**src/rtl/seg_pkg.sv**
```systemverilog
// Shared definitions for the SPI 7-segment display controller: command codes, frame layout, hex decode.
// Latency: n/a (types, constants and a pure function only).
// Backpressure: n/a.
package seg_pkg;

  localparam int FRAME_W = 16;

  localparam logic [3:0] CMD_WRITE_RAW = 4'h1;
  localparam logic [3:0] CMD_WRITE_HEX = 4'h2;
  localparam logic [3:0] CMD_BRIGHT    = 4'h3;
  localparam logic [3:0] CMD_ENABLE    = 4'h4;

  // Command frame as shifted in MSB first.
  typedef struct packed {
    logic [3:0] cmd;
    logic [3:0] addr;
    logic [7:0] data;
  } frame_t;

  // Hex digit to {g,f,e,d,c,b,a}, active-high segments; b and d are lower case.
  function automatic logic [6:0] hex_to_seg(input logic [3:0] v);
    logic [6:0] s;
    case (v)
      4'h0:    s = 7'h3F;
      4'h1:    s = 7'h06;
      4'h2:    s = 7'h5B;
      4'h3:    s = 7'h4F;
      4'h4:    s = 7'h66;
      4'h5:    s = 7'h6D;
      4'h6:    s = 7'h7D;
      4'h7:    s = 7'h07;
      4'h8:    s = 7'h7F;
      4'h9:    s = 7'h6F;
      4'hA:    s = 7'h77;
      4'hB:    s = 7'h7C;
      4'hC:    s = 7'h39;
      4'hD:    s = 7'h5E;
      4'hE:    s = 7'h79;
      default: s = 7'h71;
    endcase
    return s;
  endfunction

endpackage

```
**src/rtl/spi_frame_rx.sv**
```systemverilog
// SPI mode-0 frame receiver: synchronises SCK/CS/MOSI into clk and collects one 16-bit frame per CS window.
// Latency: frame_valid/frame_bad pulse 1 cycle after the synchronised CS rising edge is seen (~3 clk after the pin).
// Backpressure: none; the master cannot be stalled, so every CS window yields exactly one valid or bad pulse.
module spi_frame_rx
  import seg_pkg::*;
(
  input  logic               clk,
  input  logic               rst,
  input  logic               spi_sck,
  input  logic               spi_cs_n,
  input  logic               spi_mosi,
  output logic               frame_valid,
  output logic [FRAME_W-1:0] frame,
  output logic               frame_bad
);

  // [0],[1] form the synchroniser; [2] is the previous synchronised value for edge detection.
  logic [2:0]         sck_q, sck_d;
  logic [2:0]         cs_q, cs_d;
  logic [1:0]         mosi_q, mosi_d;
  logic               active_q, active_d;
  logic [FRAME_W-1:0] shift_q, shift_d;
  logic [4:0]         bits_q, bits_d;
  logic               valid_q, valid_d;
  logic               bad_q, bad_d;
  logic               sck_rise, cs_fall, cs_rise;

  // Edge detection, shifting, and frame accept/reject at CS release.
  always_comb begin
    sck_d    = {sck_q[1:0], spi_sck};
    cs_d     = {cs_q[1:0], spi_cs_n};
    mosi_d   = {mosi_q[0], spi_mosi};
    active_d = active_q;
    shift_d  = shift_q;
    bits_d   = bits_q;
    valid_d  = 1'b0;
    bad_d    = 1'b0;
    sck_rise = sck_q[1] & ~sck_q[2];
    cs_fall  = ~cs_q[1] & cs_q[2];
    cs_rise  = cs_q[1] & ~cs_q[2];
    if (cs_fall) begin
      active_d = 1'b1;
      shift_d  = '0;
      bits_d   = '0;
    end else if (active_q) begin
      if (cs_rise) begin
        active_d = 1'b0;
        valid_d  = (bits_q == 5'd16);
        bad_d    = (bits_q != 5'd16);
      end else if (sck_rise) begin
        // MOSI goes through the same sync depth as SCK, so mosi_q[1] is the bit launched with this edge.
        shift_d = {shift_q[FRAME_W-2:0], mosi_q[1]};
        if (bits_q != 5'd17) bits_d = bits_q + 5'd1;
      end
    end
  end

  // CS sync resets low so a CS held low across reset never looks like a falling edge;
  // the receiver stays idle until a genuine new CS falling edge.
  always_ff @(posedge clk or posedge rst) begin
    if (rst) begin
      sck_q    <= '0;
      cs_q     <= '0;
      mosi_q   <= '0;
      active_q <= 1'b0;
      shift_q  <= '0;
      bits_q   <= '0;
      valid_q  <= 1'b0;
      bad_q    <= 1'b0;
    end else begin
      sck_q    <= sck_d;
      cs_q     <= cs_d;
      mosi_q   <= mosi_d;
      active_q <= active_d;
      shift_q  <= shift_d;
      bits_q   <= bits_d;
      valid_q  <= valid_d;
      bad_q    <= bad_d;
    end
  end

  assign frame_valid = valid_q;
  assign frame       = shift_q;
  assign frame_bad   = bad_q;

endmodule

```
**src/rtl/spi_segment_mux.sv**
```systemverilog
// SPI-programmed multiplexed 7-segment driver with 16-level PWM brightness and per-digit enables.
// Latency: register update 1 cycle after rx frame pulse; seg/dig_en are registered (1 cycle from scan state).
// Backpressure: none; rejected frames (bad length, unknown cmd, bad addr) only raise a frame_err pulse.
module spi_segment_mux
  import seg_pkg::*;
#(
  parameter int NUM_DIGITS     = 4,
  parameter int PWM_STEP       = 625,
  parameter int SEG_ACTIVE_LOW = 0,
  parameter int DIG_ACTIVE_LOW = 0
) (
  input  logic                  clk,
  input  logic                  rst,
  input  logic                  spi_sck,
  input  logic                  spi_cs_n,
  input  logic                  spi_mosi,
  output logic [7:0]            seg,
  output logic [NUM_DIGITS-1:0] dig_en,
  output logic                  frame_err
);

  localparam int SCAN_W = (NUM_DIGITS > 1) ? $clog2(NUM_DIGITS) : 1;
  localparam int STEP_W = (PWM_STEP > 1) ? $clog2(PWM_STEP) : 1;
  localparam logic [7:0] SEG_OFF = (SEG_ACTIVE_LOW != 0) ? 8'hFF : 8'h00;
  localparam logic [NUM_DIGITS-1:0] DIG_OFF = (DIG_ACTIVE_LOW != 0) ? '1 : '0;

  logic               rx_frame_vld;
  logic               rx_frame_bad;
  logic [FRAME_W-1:0] rx_frame_dat;
  frame_t             f;
  logic               addr_ok;
  logic               cmd_err;

  logic [7:0]            digit_q [NUM_DIGITS];
  logic [7:0]            digit_d [NUM_DIGITS];
  logic [3:0]            bright_q, bright_d;
  logic                  en_q, en_d;
  logic [STEP_W-1:0]     step_q, step_d;
  logic [3:0]            phase_q, phase_d;
  logic [SCAN_W-1:0]     scan_q, scan_d;
  logic [7:0]            seg_q, seg_d;
  logic [NUM_DIGITS-1:0] dig_q, dig_d;
  logic                  err_q, err_d;
  logic [7:0]            cur_seg;

  spi_frame_rx u_rx (
    .clk         (clk),
    .rst         (rst),
    .spi_sck     (spi_sck),
    .spi_cs_n    (spi_cs_n),
    .spi_mosi    (spi_mosi),
    .frame_valid (rx_frame_vld),
    .frame       (rx_frame_dat),
    .frame_bad   (rx_frame_bad)
  );

  assign f       = rx_frame_dat;
  assign addr_ok = ({1'b0, f.addr} < 5'(NUM_DIGITS));

  // Command decode: apply an accepted frame to the digit file / brightness / enable.
  always_comb begin
    digit_d  = digit_q;
    bright_d = bright_q;
    en_d     = en_q;
    cmd_err  = 1'b0;
    if (rx_frame_vld) begin
      case (f.cmd)
        CMD_WRITE_RAW, CMD_WRITE_HEX: begin
          if (addr_ok) begin
            for (int i = 0; i < NUM_DIGITS; i++) begin
              if (f.addr == 4'(i)) begin
                digit_d[i] = (f.cmd == CMD_WRITE_HEX) ? {f.data[7], hex_to_seg(f.data[3:0])} : f.data;
              end
            end
          end else begin
            cmd_err = 1'b1;
          end
        end
        CMD_BRIGHT: bright_d = f.data[3:0];
        CMD_ENABLE: en_d     = f.data[0];
        default:    cmd_err  = 1'b1;
      endcase
    end
    err_d = rx_frame_bad | cmd_err;
  end

  // Scan timing: PWM_STEP cycles per phase, 16 phases per digit slot; the last cycle of
  // phase 15 moves to the next digit and phase 0 together so slots abut exactly.
  always_comb begin
    phase_d = phase_q;
    scan_d  = scan_q;
    if (step_q == STEP_W'(PWM_STEP - 1)) begin
      step_d  = '0;
      phase_d = phase_q + 4'd1;
      if (phase_q == 4'hF) begin
        scan_d = (scan_q == SCAN_W'(NUM_DIGITS - 1)) ? '0 : scan_q + 1'b1;
      end
    end else begin
      step_d = step_q + 1'b1;
    end
  end

  // Output mapping: select the scanned digit, gate it by enable and brightness, apply polarity.
  always_comb begin
    cur_seg = 8'h00;
    dig_d   = '0;
    for (int i = 0; i < NUM_DIGITS; i++) begin
      if (scan_q == SCAN_W'(i)) begin
        cur_seg  = digit_q[i];
        dig_d[i] = 1'b1;
      end
    end
    seg_d = ((en_q && (phase_q <= bright_q)) ? cur_seg : 8'h00) ^ SEG_OFF;
    dig_d = dig_d ^ DIG_OFF;
  end

  // State and output registers.
  always_ff @(posedge clk or posedge rst) begin
    if (rst) begin
      for (int i = 0; i < NUM_DIGITS; i++) digit_q[i] <= 8'h00;
      bright_q <= 4'hF;
      en_q     <= 1'b1;
      step_q   <= '0;
      phase_q  <= '0;
      scan_q   <= '0;
      seg_q    <= SEG_OFF;
      dig_q    <= DIG_OFF;
      err_q    <= 1'b0;
    end else begin
      digit_q  <= digit_d;
      bright_q <= bright_d;
      en_q     <= en_d;
      step_q   <= step_d;
      phase_q  <= phase_d;
      scan_q   <= scan_d;
      seg_q    <= seg_d;
      dig_q    <= dig_d;
      err_q    <= err_d;
    end
  end

  assign seg       = seg_q;
  assign dig_en    = dig_q;
  assign frame_err = err_q;

endmodule
```
**config.mk**
```make
export PLATFORM = sky130hd
export DESIGN_NAME = spi_segment_mux
export DESIGN_NICKNAME = d
export VERILOG_FILES = /design/src/rtl/seg_pkg.sv /design/src/rtl/spi_frame_rx.sv /design/src/rtl/spi_segment_mux.sv
export SDC_FILE = /design/constraint.sdc
export NUM_CORES = 1
export LEC_CHECK = 0
export ABC_CLOCK_PERIOD_IN_PS = 6900
export BUFFER_PORTS_ARGS = -buffer_cell sky130_fd_sc_hd__clkbuf_2
export CAP_MARGIN = 20
export CELL_PAD_IN_SITES_DETAIL_PLACEMENT = 1
export CELL_PAD_IN_SITES_GLOBAL_PLACEMENT = 2
export CORE_AREA = 2 2 122 136
export CTS_CLUSTER_DIAMETER = 30
export CTS_CLUSTER_SIZE = 14
export DETAILED_ROUTE_END_ITERATION = 16
export DIE_AREA = 0 0 124 138
export PLACE_DENSITY = 0.7
export SYNTH_ARGS = -nofsm -noshare
export SYNTH_HDL_FRONTEND = slang
export SYNTH_SLANG_ARGS = --single-unit
```
**constraint.sdc**
```tcl
create_clock -name clk -period 6.9 [get_ports clk]
set_input_delay 0.345 -clock clk [delete_from_list [all_inputs] [get_ports clk]]
set_output_delay 0.345 -clock clk [all_outputs]
set_load 0.005 [all_outputs]
```
**Yosys cells after proc, flatten, opt, wreduce, memory -nomap -nowiden**

Memories as Yosys holds them, arrays and structs flattened.
Cells that the tools add are included.

- Add/subtract/negate cells: 4
- $mul: 0
- Div/mod/pow operators: 0
- Order comparisons: 2
- Equal/unequal tests: 16
- Shifts and indexed selects: 0
- Mux-type cells: 36
- Bitwise logic cells: 7
- Reduce and logical (&&, ||, !) cells: 17

Operators with widths:

| kind | number |
|---|---|
| 2-to-1 mux 16 bit | 4 |
| 2-to-1 mux 8 bit | 5 |
| 2-to-1 mux 7 bit | 4 |
| 2-to-1 mux 5 bit | 5 |
| AND reduction 4 bit | 5 |
| == test 4 x 2 -> 1 bit, second input constant | 4 |
| 2-to-1 mux 1 bit | 15 |
| adder 10 x 1 -> 10 bit, second input constant | 1 |
| == test 10 bit, second input constant | 1 |
| 2-to-1 mux 10 bit | 1 |
| inequality test 5 bit, second input constant | 2 |
| == test 4 x 1 -> 1 bit, second input constant | 2 |
| AND reduction 2 bit | 3 |
| nonzero test 2 bit | 3 |
| adder 5 x 1 -> 5 bit, second input constant | 1 |
| == test 5 bit, second input constant | 1 |
| adder 4 x 1 -> 4 bit, second input constant | 1 |
| == test 2 bit, second input constant | 2 |
| == test 4 x 3 -> 1 bit, second input constant | 1 |
| == test 4 bit, second input constant | 1 |
| <= comparator 4 bit | 1 |
| zero test 4 bit | 1 |
| less-than comparator 4 x 3 -> 1 bit, second input constant | 1 |
| OR reduction 2 bit | 2 |
| other kinds (11) | 15 |

- Bits in registers: 98
- Bits in latches: 0
- Bits in writable memories: 0
- Bits in read-only memories: 448
- Word-level logic and storage cells: 106
- Memories kept: 4

Memories:

| memory | depth | width | read ports | clocked after memory_dff | wr ports | RTL line | source |
|---|---|---|---|---|---|---|---|
| (name not given) | 16 | 7 | 1 | 0 | 0 | seg_pkg.sv:23 | `case (v)` |
| (name not given) | 16 | 7 | 1 | 0 | 0 | seg_pkg.sv:23 |  |
| (name not given) | 16 | 7 | 1 | 0 | 0 | seg_pkg.sv:23 |  |
| (name not given) | 16 | 7 | 1 | 0 | 0 | seg_pkg.sv:23 |  |

**Depth between registers and ports, before layout**

Gate-level depths: netlist of run 1.

- Depth in word-level cells: 6
- Mapped depth: 8

**By module**

From an unflattened synthesis of run 1, not the netlist that was laid out.

- Cell total of the unflattened synthesis: 437
- Area, all modules: 4888.4 sq um

Modules (own cells, without submodules):

| module | instances | cells each | area each (sq um) | seq. area each (sq um) |
|---|---|---|---|---|
| spi_segment_mux | 1 | 315 | 3397.0 | 1657.8 |
| spi_frame_rx | 1 | 122 | 1491.4 | 800.8 |

**Least setup slack after synthesis of run 1**

OpenSTA, ideal clock, no wires.

- Kind: flip-flop to flip-flop
- Start point: reg u_rx.shift_q[14], in the netlist u_rx.frame[14]
- End point: reg digit_q[10] (netlist bit)
- Setup time: 0.125 ns
- Data arrival time: 1.774 ns
- Slack: 5.001 ns
- Cell stages (with the launch flop): 6
- Path buffers: 1
- Cells stage by stage: dfrtp_1 or4_4 nor2_2 and4b_1 buf_4 mux2_2

- Word-level cells in the longest chain between the ends: 3

Ends and longest elaborated chain:

| element | RTL line | source |
|---|---|---|
| start, declared | spi_frame_rx.sv:22 | `logic [FRAME_W-1:0] shift_q, shift_d;` |
| start signal, assigned | spi_frame_rx.sv:75 | `shift_q <= shift_d;` |
| == test 4 x 2 -> 1 bit or == test 4 x 1 -> 1 bit (tied branches) | spi_segment_mux.sv:67, spi_segment_mux.sv:72 |  |
| OR reduction 2 bit | spi_segment_mux.sv:67 | `case (f.cmd)` |
| AND reduction 4 bit (no line) | - |  |
| end signal, assigned | spi_segment_mux.sv:130 | `digit_q <= digit_d;` |
| end, declared | spi_segment_mux.sv:34 | `logic [7:0] digit_q [NUM_DIGITS];` |

Several ways; a longest one is shown, not always the timed one.
A chain may end at the register's enable or synchronous reset.

**Worst setup path in the final report of run 1**

- Start point: reg u_rx.sck_q[2]
- End point: reg u_rx.shift_q[7], in the netlist u_rx.frame[7]

- Word-level cells in the longest chain between the ends: 4

Ends and longest elaborated chain:

| element | RTL line | source |
|---|---|---|
| start, declared | spi_frame_rx.sv:18 | `logic [2:0] sck_q, sck_d;` |
| start signal, assigned | spi_frame_rx.sv:71 | `sck_q <= sck_d;` |
| NOT 1 bit | spi_frame_rx.sv:38 | `sck_rise = sck_q[1] & ~sck_q[2];` |
| bitwise AND 1 bit | spi_frame_rx.sv:38 |  |
| nonzero test 2 bit (no line) | - |  |
| AND reduction 3 bit (no line) | - |  |

No other way between the ends.

==> results of run 1 <==
[worst paths after layout]
kind                                          from  slack, ns                        end  depth (start not counted)
max                        u_rx.sck_q[2]$_DFF_PP0_       4.57  u_rx.frame[7]$_DFFE_PP0P_                          4
min                                        spi_sck       0.10    u_rx.sck_q[0]$_DFF_PP0_                          1
max reg2reg                u_rx.sck_q[2]$_DFF_PP0_       4.57  u_rx.frame[7]$_DFFE_PP0P_                          4
min reg2reg                 u_rx.cs_q[0]$_DFF_PP0_       0.35     u_rx.cs_q[1]$_DFF_PP0_                          0
max in group asynchronous                      rst       5.12  u_rx.frame[7]$_DFFE_PP0P_                          4
min in group asynchronous                      rst       0.50           seg[5]$_DFF_PP0_                          3
[kinds of logic (layout without fill, tap and decap cells)]
family          count (synthesis)  count (layout)  synth area share, %
compound gates                 92              92                 11.1
xor+xnor                       14              14                 2.65
fa+ha+maj                      22              22                 5.89
buf+inv                        45              60                 3.87
flops                          98              98                 53.1
mux                            42              42                 10.1
simple gates                  111             111                 13.3
[cells in the mapped netlist, drive strengths merged, types with 2 or more instances]
| library cell | number | share of area, % |
|---|---|---|
| ha | 21 | 5.7 |
| inv | 23 | 1.9 |
| nor2 | 20 | 1.7 |
| nor4b | 4 | 0.76 |
| nand3 | 2 | 0.32 |
| a21oi | 41 | 4.4 |
| nand4 | 5 | 0.81 |
| nor3 | 2 | 0.22 |
| buf | 6 | 0.70 |
| xor2 | 2 | 0.38 |
| dfrtp | 93 | 50 |
| dfstp | 5 | 2.8 |
| and3 | 2 | 0.27 |
| nand3b | 4 | 0.65 |
| nor3b | 9 | 1.5 |
| clkbuf | 16 | 1.3 |
| nand2 | 43 | 3.5 |
| and4 | 4 | 0.76 |
| xnor2 | 12 | 2.3 |
| mux2i | 6 | 1.3 |
| nor2b | 5 | 0.68 |
| o21ai | 30 | 3.2 |
| a22oi | 8 | 1.3 |
| nor4 | 2 | 0.59 |
| a31oi | 2 | 0.27 |
| mux2 | 36 | 8.8 |
| o211ai | 4 | 0.65 |
[metal layers]
layer | vias to the layer above | routed length (µm) | track usage [%]
li1 | 1487 | - | -
met1 | 1589 | 4640 | 16.8
met2 | 26 | 4980 | 20.7
met3 | 12 | 177 | 2.02
met4 | 0 | 206 | 5.68
met5 | - | 0 | 0
[worst register-to-register path: cells and delay by family, from the launching register on]
kind / cells / cell delay (ns)
multiplexers: 1 / 0.27
flip-flops: 1 / 0.35
AND/OR/NAND/NOR: 3 / 1.56
[through the flow]
stage	hold slack, ns	utilization, %	instances	area, µm²	setup WS [ns]
after floorplan	0.331	-	424	4630	4.00
after global placement	0.308	30.8	627	4910	4.62
after detailed placement	0.316	30.8	627	4910	4.54
after CTS	0.0887	32.9	643	5250	4.55
after global routing	0.0959	32.9	643	5250	4.41
final	0.103	32.9	643	5250	4.57
[state kept, by name, summed over array words and instances (netlist names), 3 cells and up]
signal,count
bright_q,4
dig_en,4
digit_q,32
phase_q,4
seg,8
step_q,10
u_rx.bits_q,5
u_rx.cs_q,3
u_rx.frame,16
u_rx.sck_q,3
[what timing repair did]
| item | in CTS | in global routing |
|---|---|---|
| setup buffers | 0 | 0 |
| hold buffers | 1 | 0 |
| resized for setup | 0 | 0 |
| endpoints found under the hold margin | 21 | 0 |
[power by group]
group,total (mW),switching (mW),internal [mW]
clock,0.566,0.214,0.352
sequential,0.586,0.00589,0.580
combinational,0.0379,0.0272,0.0107
total,1.19,0.247,0.943
[area by class of cell]
class,instances,area [µm²],share of cell area [%]
Clock buffer,10,229,4.36
Clock inverter,5,104,1.98
Inverter,23,88.8,1.69
Multi-Input combinational cell,281,1990,37.9
Sequential cell,98,2460,46.8
Tap cell,204,255,4.86
Timing Repair Buffer,22,125,2.38
==> out/metrics.yaml, run 1 <==
setup_path:
  cp_cell_sequence: "nand3b_1 -> nor2_1 -> mux2i_1 -> nor2_1"
  worst-path-max-fanout: 19
  crit_path_end_kind: "flip-flop"
  cp.required_ns: 7.10
  startpoint_type: "flip-flop"
  critPathMostFrequentCell: "nor2_1"
  crit_slowest_cell: "nor2_1"
  max_stage_delay_ns: 0.99
  cp.arrival_ns: 2.53
  crit_family: "simple AND/OR/NAND/NOR gates"
  crit_buf_inv: 0
  critical_path_class: "flip-flop to flip-flop"
outcome:
  status: "completed"
sta:
  skew_ns: 0.00885
  hold_viol_final: 0
  setup_viol: 0
  tns_ns: 0
  relSlewSlack_pct: 29.6
  post-route-min-period_ns: 2.33
  slew_viol_final: 0
  fin_crit_sh_pct: 33.7
  rsz0062_at_grt: "no"
  worst_slew_pin_slew_ns: 1.05
  max_freq_mhz: 430
pwr:
  peakVddDrop_uv: 110
  total_power_mw: 1.19
  p_leak_nw: 2.28
  p_per_area_mw_per_mm2: 227
logic_synthesis:
  syn-cell-area_mm2: 0.00463
  synth-edff-count: 0
  synth_nets: 450
  synth_cell_type_count: 49
  synth_cells: 424
  ys_seq_area_share_pct: 53.1
  async_flop_share_pct: 100
  synth.avg_cell_area_um2: 10.9
  synth_flop_cell: "dfrtp_1"
  yosys_warnings: 0
  ys_ff_latch: 98
global_routing:
  grt.overflow.total: 0
  grt_pass1_vias: 3283
  antenna_found_initial: 0
  gr-usage-all-layers_pct: 12.8
  grt_pass1_wl_um: 17100
  grt_max_degree: 78
route:
  drt_first_pass_iters: 4
  wl_per_cell_um: 15.6
  drc_errors: 0
  antenna_left: 0
  vias: 3114
  first_iter_violations: 196
  routed_wl_um: 10000
  via_per_inst: 4.84
floorplanning:
  die_area_mm2: 0.0171
  die_width_um: 124
  rows: 49
  pin_count: 18
  die_h_um: 138
  design.core.area_mm2: 0.0159
  start_util_pct: 29.0
place:
  hpwl_um: 6710
  portBuffers: 17
  gp_congestion: 0.725
clock_tree:
  cts_tree: "yes"
  path_clk_slew_ns: 0.06
  cts_buffers: 9
  clockBufferDepth: 2
  insertion_delay_ns: 0.35
  cts-htree-levels: 3
  cts_root_buffer: "clkbuf_16"
  clock_sinks: 98
cells_and_area:
  syn2layout_area_growth_pct: 13.5
  fill_cells: 1798
  drive_gt1_share_pct: 19.4
  final_common_cell: "dfrtp_1"
  finalNetCount: 461
  final_cell_mix: "93 x dfrtp_1, 43 x nand2_1, 41 x a21oi_1"
  diodes: 0
job:
  maxCapViolCount: 0
hold_path:
  worst_hold_path_type: "primary input to flip-flop"
Power figures use the tool's default switching activity.
==> run 2, diff against run 1 <==
--- a/config.mk
+++ b/config.mk
@@ -5,7 +5,7 @@
 export SDC_FILE = /design/constraint.sdc
 export NUM_CORES = 1
 export LEC_CHECK = 0
-export ABC_CLOCK_PERIOD_IN_PS = 6900
+export ABC_CLOCK_PERIOD_IN_PS = 2050
 export BUFFER_PORTS_ARGS = -buffer_cell sky130_fd_sc_hd__clkbuf_2
 export CAP_MARGIN = 20
 export CELL_PAD_IN_SITES_DETAIL_PLACEMENT = 1
@@ -15,7 +15,7 @@
 export CTS_CLUSTER_SIZE = 14
 export DETAILED_ROUTE_END_ITERATION = 16
 export DIE_AREA = 0 0 124 138
-export PLACE_DENSITY = 0.7
+export PLACE_DENSITY = 0.73
 export SYNTH_ARGS = -nofsm -noshare
 export SYNTH_HDL_FRONTEND = slang
 export SYNTH_SLANG_ARGS = --single-unit
==> constraint.sdc (replaced) <==
create_clock -name clk -period 2.05 [get_ports clk]
set_input_delay 0.1025 -clock clk [delete_from_list [all_inputs] [get_ports clk]]
set_output_delay 0.1025 -clock clk [all_outputs]
set_load 0.005 [all_outputs]
==> run 2 against run 1 <==
Final cell count increased by 3.1%. Critical endpoint is now digit_q[13]$_DFFE_PP0P_. Die area unchanged. Count of clock-buffer cells in the layout increased by 2. Non-clock buffer count increased by 19. Clock power increased to 3.3 times the previous value. Worst hold slack improved by 0.25 ns. Utilization increased by 1.4 points. First-iteration DRC count decreased by 44%. Global-route usage increased by 0.38 points. Highest routed layer unchanged.
==> out/metrics.yaml, run 2 (synthesized netlist as in run 1, its figures left out) <==
outcome:
  status: "completed"
clock_tree:
  insertion_delay_ns: 0.35
  cts_root_buffer: "clkbuf_16"
  cts-htree-levels: 3
  path_clk_slew_ns: 0.07
  clock_sinks: 98
  cts_buffers: 9
  cts_tree: "yes"
  cts_setup_buffers: 0
  clockBufferDepth: 2
cells_and_area:
  final_cell_mix: "93 x dfrtp_1, 43 x nand2_1, 40 x a21oi_1"
  largest_reg_flops: 32
  drive_gt1_share_pct: 22.9
  final_area_mm2: 0.00547
  syn2layout_area_growth_pct: 18.3
  final_common_cell: "dfrtp_1"
  top_register: "digit_q"
  diodes: 0
  stdcell_count: 663
  finalNetCount: 480
  fill_cells: 1762
pwr:
  sequentialPowerShare_pct: 49.5
  clkPwrFrac_pct: 46.6
  p_leak_nw: 2.39
  switchingPower_mw: 0.837
  p_sw_share_pct: 21.0
  intPower_mw: 3.14
  peakVddDrop_uv: 397
  p_comb_share_pct: 3.9
  p_per_area_mw_per_mm2: 727
setup_path:
  critPathLaunch: "u_rx.frame[10]$_DFFE_PP0P_"
  crit_path_end_kind: "flip-flop"
  cp.arrival_ns: 2.20
  critical_path_class: "flip-flop to flip-flop"
  worst-path-max-fanout: 8
  rr_startpoint: "u_rx.frame[10]$_DFFE_PP0P_"
  startpoint_type: "flip-flop"
  cp.required_ns: 2.28
sta:
  fin_crit_sh_pct: 96.0
  tns_ns: 0
  max_freq_mhz: 508
  post-route-min-period_ns: 1.97
  skew_ns: 0.00639
  setup_viol: 0
  worst_slew_pin_slew_ns: 0.772
  relSlewSlack_pct: 48.4
  hold_viol_final: 0
  slew_viol_final: 0
  rsz0062_at_grt: "no"
route:
  vias: 3187
  drt_first_pass_iters: 4
  wl_per_cell_um: 15.5
  first_iter_violations: 109
  antenna_left: 0
  via_per_inst: 4.81
  routed_wl_um: 10300
  drc_errors: 0
floorplanning:
  die_area_mm2: 0.0171
  design.core.area_mm2: 0.0159
  die_width_um: 124
  rows: 49
  start_util_pct: 29.0
  pin_count: 18
  die_h_um: 138
global_routing:
  grt_pass1_vias: 3511
  antenna_found_initial: 0
  busiest_layer: "met2"
  met3_usage_pct: 2.72
  grt_pass1_wl_um: 17700
  gr-usage-met1_pct: 16.3
  gr-usage-all-layers_pct: 13.2
  grt.overflow.total: 0
  use_met2_pct: 22.5
  grt_max_degree: 34
place:
  placed_cell_area_mm2: 0.00508
  hpwl_um: 6970
  portBuffers: 17
  placed_cells: 643
  gp_congestion: 0.719
job:
  maxCapViolCount: 0
hold_path:
  worst_hold_path_type: "flip-flop to flip-flop"
  min_from: "u_rx.sck_q[0]$_DFF_PP0_"
==> run 2: layer usage <==
| metal | vias to the layer above | wire, µm |
|---|---|---|
| met1 | 1619 | 4780 |
| met4 | 0 | 153 |
| li1 | 1531 | - |
| met2 | 26 | 5100 |
| met5 | - | 0 |
| met3 | 11 | 228 |
==> run 2: area by class of cell <==
cell class,instances,area [µm²],area share [%]
sequential,98,2460,44.9
multi-input combinational,281,2010,36.7
timing repair buffer,41,329,6.01
clock buffer,12,256,4.69
tap,204,255,4.66
inverter,23,90.1,1.65
clock inverter,4,73.8,1.35
==> run 2: power by group through the flow <==
stage | combinational (mW) | sequential, mW | clock, mW
finish | 0.156 | 1.97 | 1.86
global route | 0.182 | 1.97 | 2.01
CTS | 0.162 | 1.97 | 1.92
detailed placement | 0.156 | 2.01 | 0
global placement | 0.150 | 2.01 | 0
floorplan | 0.0918 | 2.00 | 0
==> run 2: worst paths after layout <==
check / to / slack, ns / cells after the start
setup / recovery: digit_q[13]$_DFFE_PP0P_ / 0.08 / 5
hold / removal: u_rx.sck_q[1]$_DFF_PP0_ / 0.35 / 0
setup reg to reg: digit_q[13]$_DFFE_PP0P_ / 0.08 / 5
hold reg to reg: u_rx.sck_q[1]$_DFF_PP0_ / 0.35 / 0
max in group asynchronous: en_q$_DFFE_PP1P_ / 0.95 / 4
min in group asynchronous: digit_q[5]$_DFFE_PP0P_ / 0.43 / 3
==> run 2: timing repair <==
action,4_1_cts,5_1_grt
hold buffers,4,0
gates resized for setup,0,5
endpoints found under the hold margin,33,0
endpoints found under the setup margin,0,25
==> run 2: per-stage QoR <==
stage                     utilization [%]  setup WS (ns)  power, mW  hold WS (ns)
after global routing                 34.3        0.00286       4.17         0.358
after floorplan                         -          0.151       2.10         0.134
after global placement               31.9         0.0740       2.16         0.214
after detailed placement             31.9         0.0467       2.16         0.213
after CTS                            34.2         0.0116       4.05         0.352
final                                34.3         0.0823       3.98         0.349
==> run 2: critical path: stages (launching register included) <==
cell and delay [ns]:
dfrtp_1 0.40, or4_4 0.59, nor2_4 0.16, and4b_1 0.22, buf_6 0.15, mux2_2 0.34
==> run 3, diff against run 2 <==
--- a/config.mk
+++ b/config.mk
@@ -10,12 +10,12 @@
 export CAP_MARGIN = 20
 export CELL_PAD_IN_SITES_DETAIL_PLACEMENT = 1
 export CELL_PAD_IN_SITES_GLOBAL_PLACEMENT = 2
-export CORE_AREA = 2 2 122 136
+export CORE_AREA = 2 2 137 99
 export CTS_CLUSTER_DIAMETER = 30
 export CTS_CLUSTER_SIZE = 14
 export DETAILED_ROUTE_END_ITERATION = 16
-export DIE_AREA = 0 0 124 138
-export PLACE_DENSITY = 0.73
+export DIE_AREA = 0 0 139 101
+export PLACE_DENSITY = 0.85
 export SYNTH_ARGS = -nofsm -noshare
 export SYNTH_HDL_FRONTEND = slang
 export SYNTH_SLANG_ARGS = --single-unit
==> run 3 against run 2 <==
Non-clock buffer count increased by 2. Utilization increased by 8.0 points. Power down 1.4%. Die area down 18%.
==> out/metrics.yaml, run 3 (synthesized netlist as in run 1, its figures left out) <==
clock_tree:
  clock_sinks: 98
  cts_root_buffer: "clkbuf_16"
  cts_buffers: 9
  cts_tree: "yes"
  cts_setup_buffers: 0
  insertion_delay_ns: 0.35
  cts-htree-levels: 3
  path_clk_slew_ns: 0.08
  clockBufferDepth: 2
cells_and_area:
  final_cell_mix: "93 x dfrtp_1, 43 x nand2_1, 40 x a21oi_1"
  finalNetCount: 482
  syn2layout_area_growth_pct: 16.9
  stdcell_count: 627
  top_register: "digit_q"
  final_common_cell: "dfrtp_1"
  largest_reg_flops: 32
  diodes: 0
  drive_gt1_share_pct: 23.4
place:
  gp_congestion: 0.760
  portBuffers: 17
  placed_cells: 607
  hpwl_um: 7310
setup_path:
  critical_path_class: "flip-flop to flip-flop"
  crit_buf_inv: 1
  cp.arrival_ns: 2.16
  cp.required_ns: 2.27
  worst-path-max-fanout: 8
  crit_family: "simple AND/OR/NAND/NOR gates"
  reg2reg_slack_ns: 0.11
  cp_cell_sequence: "or4_4 -> nor4_4 -> buf_12 -> mux2_2"
  rr_endpoint: "digit_q[21]$_DFFE_PP0P_"
  crit_slowest_cell: "or4_4"
  max_stage_delay_ns: 0.55
  r2r_cells: 4
  startpoint_type: "flip-flop"
  rr_startpoint: "u_rx.frame[14]$_DFFE_PP0P_"
  crit_path_end_kind: "flip-flop"
global_routing:
  grt_pass1_wl_um: 17700
  antenna_found_initial: 0
  gr-usage-all-layers_pct: 15.8
  grt_pass1_vias: 3446
  grt.overflow.total: 0
  grt_max_degree: 50
floorplanning:
  die_width_um: 139
  die_h_um: 101
  rows: 35
  start_util_pct: 36.2
  pin_count: 18
  design.core.area_mm2: 0.0128
  die_area_mm2: 0.0140
sta:
  worst_slew_pin_slew_ns: 0.664
  slew_viol_final: 0
  hold_viol_final: 0
  post-route-min-period_ns: 1.94
  setup_viol: 0
  max_freq_mhz: 517
  rsz0062_at_grt: "no"
  skew_ns: 0.0137
  relSlewSlack_pct: 55.7
  tns_ns: 0
  fin_crit_sh_pct: 94.4
outcome:
  status: "completed"
job:
  maxCapViolCount: 0
route:
  vias: 3249
  drc_errors: 0
  antenna_left: 0
  via_per_inst: 5.18
  wl_per_cell_um: 16.6
  first_iter_violations: 124
  drt_first_pass_iters: 4
  routed_wl_um: 10400
hold_path:
  worst_hold_path_type: "primary input to async pin"
pwr:
  p_per_area_mw_per_mm2: 726
  p_leak_nw: 2.39
  peakVddDrop_uv: 413
  total_power_mw: 3.93
[run 3: changes by cell type in the layout (fill, tap and decap cells not counted), sizes merged]
cell and delta:
buf +2, bufinv -1, clkbuf -2, clkinv -1
clkinvlp +1, inv +3
[run 3: power by group]
group | switching, mW | internal, mW | total (mW) | leakage (nW)
combinational | 0.104 | 0.0527 | 0.157 | 0.928
sequential | 0.0174 | 1.95 | 1.97 | 1.31
clock | 0.793 | 1.01 | 1.80 | 0.154
[run 3: worst reg2reg max path: stages, from the launching register on]
cell,delay (ns)
dfrtp_1,0.43
or4_4,0.55
nor4_4,0.33
buf_12,0.18
mux2_2,0.33
[run 3: worst max path at each step]
| stage | slack, ns | to | from | cells past startpoint |
|---|---|---|---|---|
| floorplan | 0.15 | digit_q[10]$_DFFE_PP0P_ | u_rx.frame[14]$_DFFE_PP0P_ | 5 |
| global placement | 0.01 | digit_q[12]$_DFFE_PP0P_ | u_rx.frame[10]$_DFFE_PP0P_ | 4 |
| finish | 0.11 | digit_q[21]$_DFFE_PP0P_ | u_rx.frame[14]$_DFFE_PP0P_ | 4 |
| detailed placement | -0.03 | digit_q[11]$_DFFE_PP0P_ | u_rx.frame[10]$_DFFE_PP0P_ | 4 |
| global route | 0.03 | scan_q[0]$_DFFE_PP0P_ | step_q[0]$_DFF_PP0_ | 6 |
| CTS | 0.008 | seg[0]$_DFF_PP0_ | bright_q[3]$_DFFE_PP1P_ | 5 |
[run 3: through the flow]
step                area, µm²  hold WS, ns  setup slack, ns  util (%)
detailed placement       5020        0.133          -0.0350      39.3
CTS                      5390        0.312          0.00759      42.2
global placement         5020        0.122           0.0107      39.3
finish                   5410        0.302            0.114      42.3
global route             5410        0.338           0.0250      42.3
floorplan                4630        0.134            0.151         -
[run 3: what timing repair did]
action	CTS	global route
hold endpoints to repair	22	0
endpoints found under the setup margin	13	25
gates resized for setup	2	4
hold buffers	4	0
[run 3: area by class of cell]
cell class              count  area [µm²]
multi-input cells         281        2020
repair buffers             43         315
clock buffers              10         239
fillers                  1386        7380
inverters                  23        90.1
flip-flops and latches     98        2460
clock inverters             6        82.6
well taps                 166         208
[run 3: metal layers]
| metal | vias up | GRT usage [%] | part of all wire (%) |
|---|---|---|---|
| li1 | 1545 | - | - |
| met4 | 0 | 5.44 | 1.3 |
| met1 | 1648 | 21.7 | 51 |
| met2 | 45 | 25.1 | 45 |
| met3 | 11 | 3.52 | 2.8 |
| met5 | - | 0 | 0 |
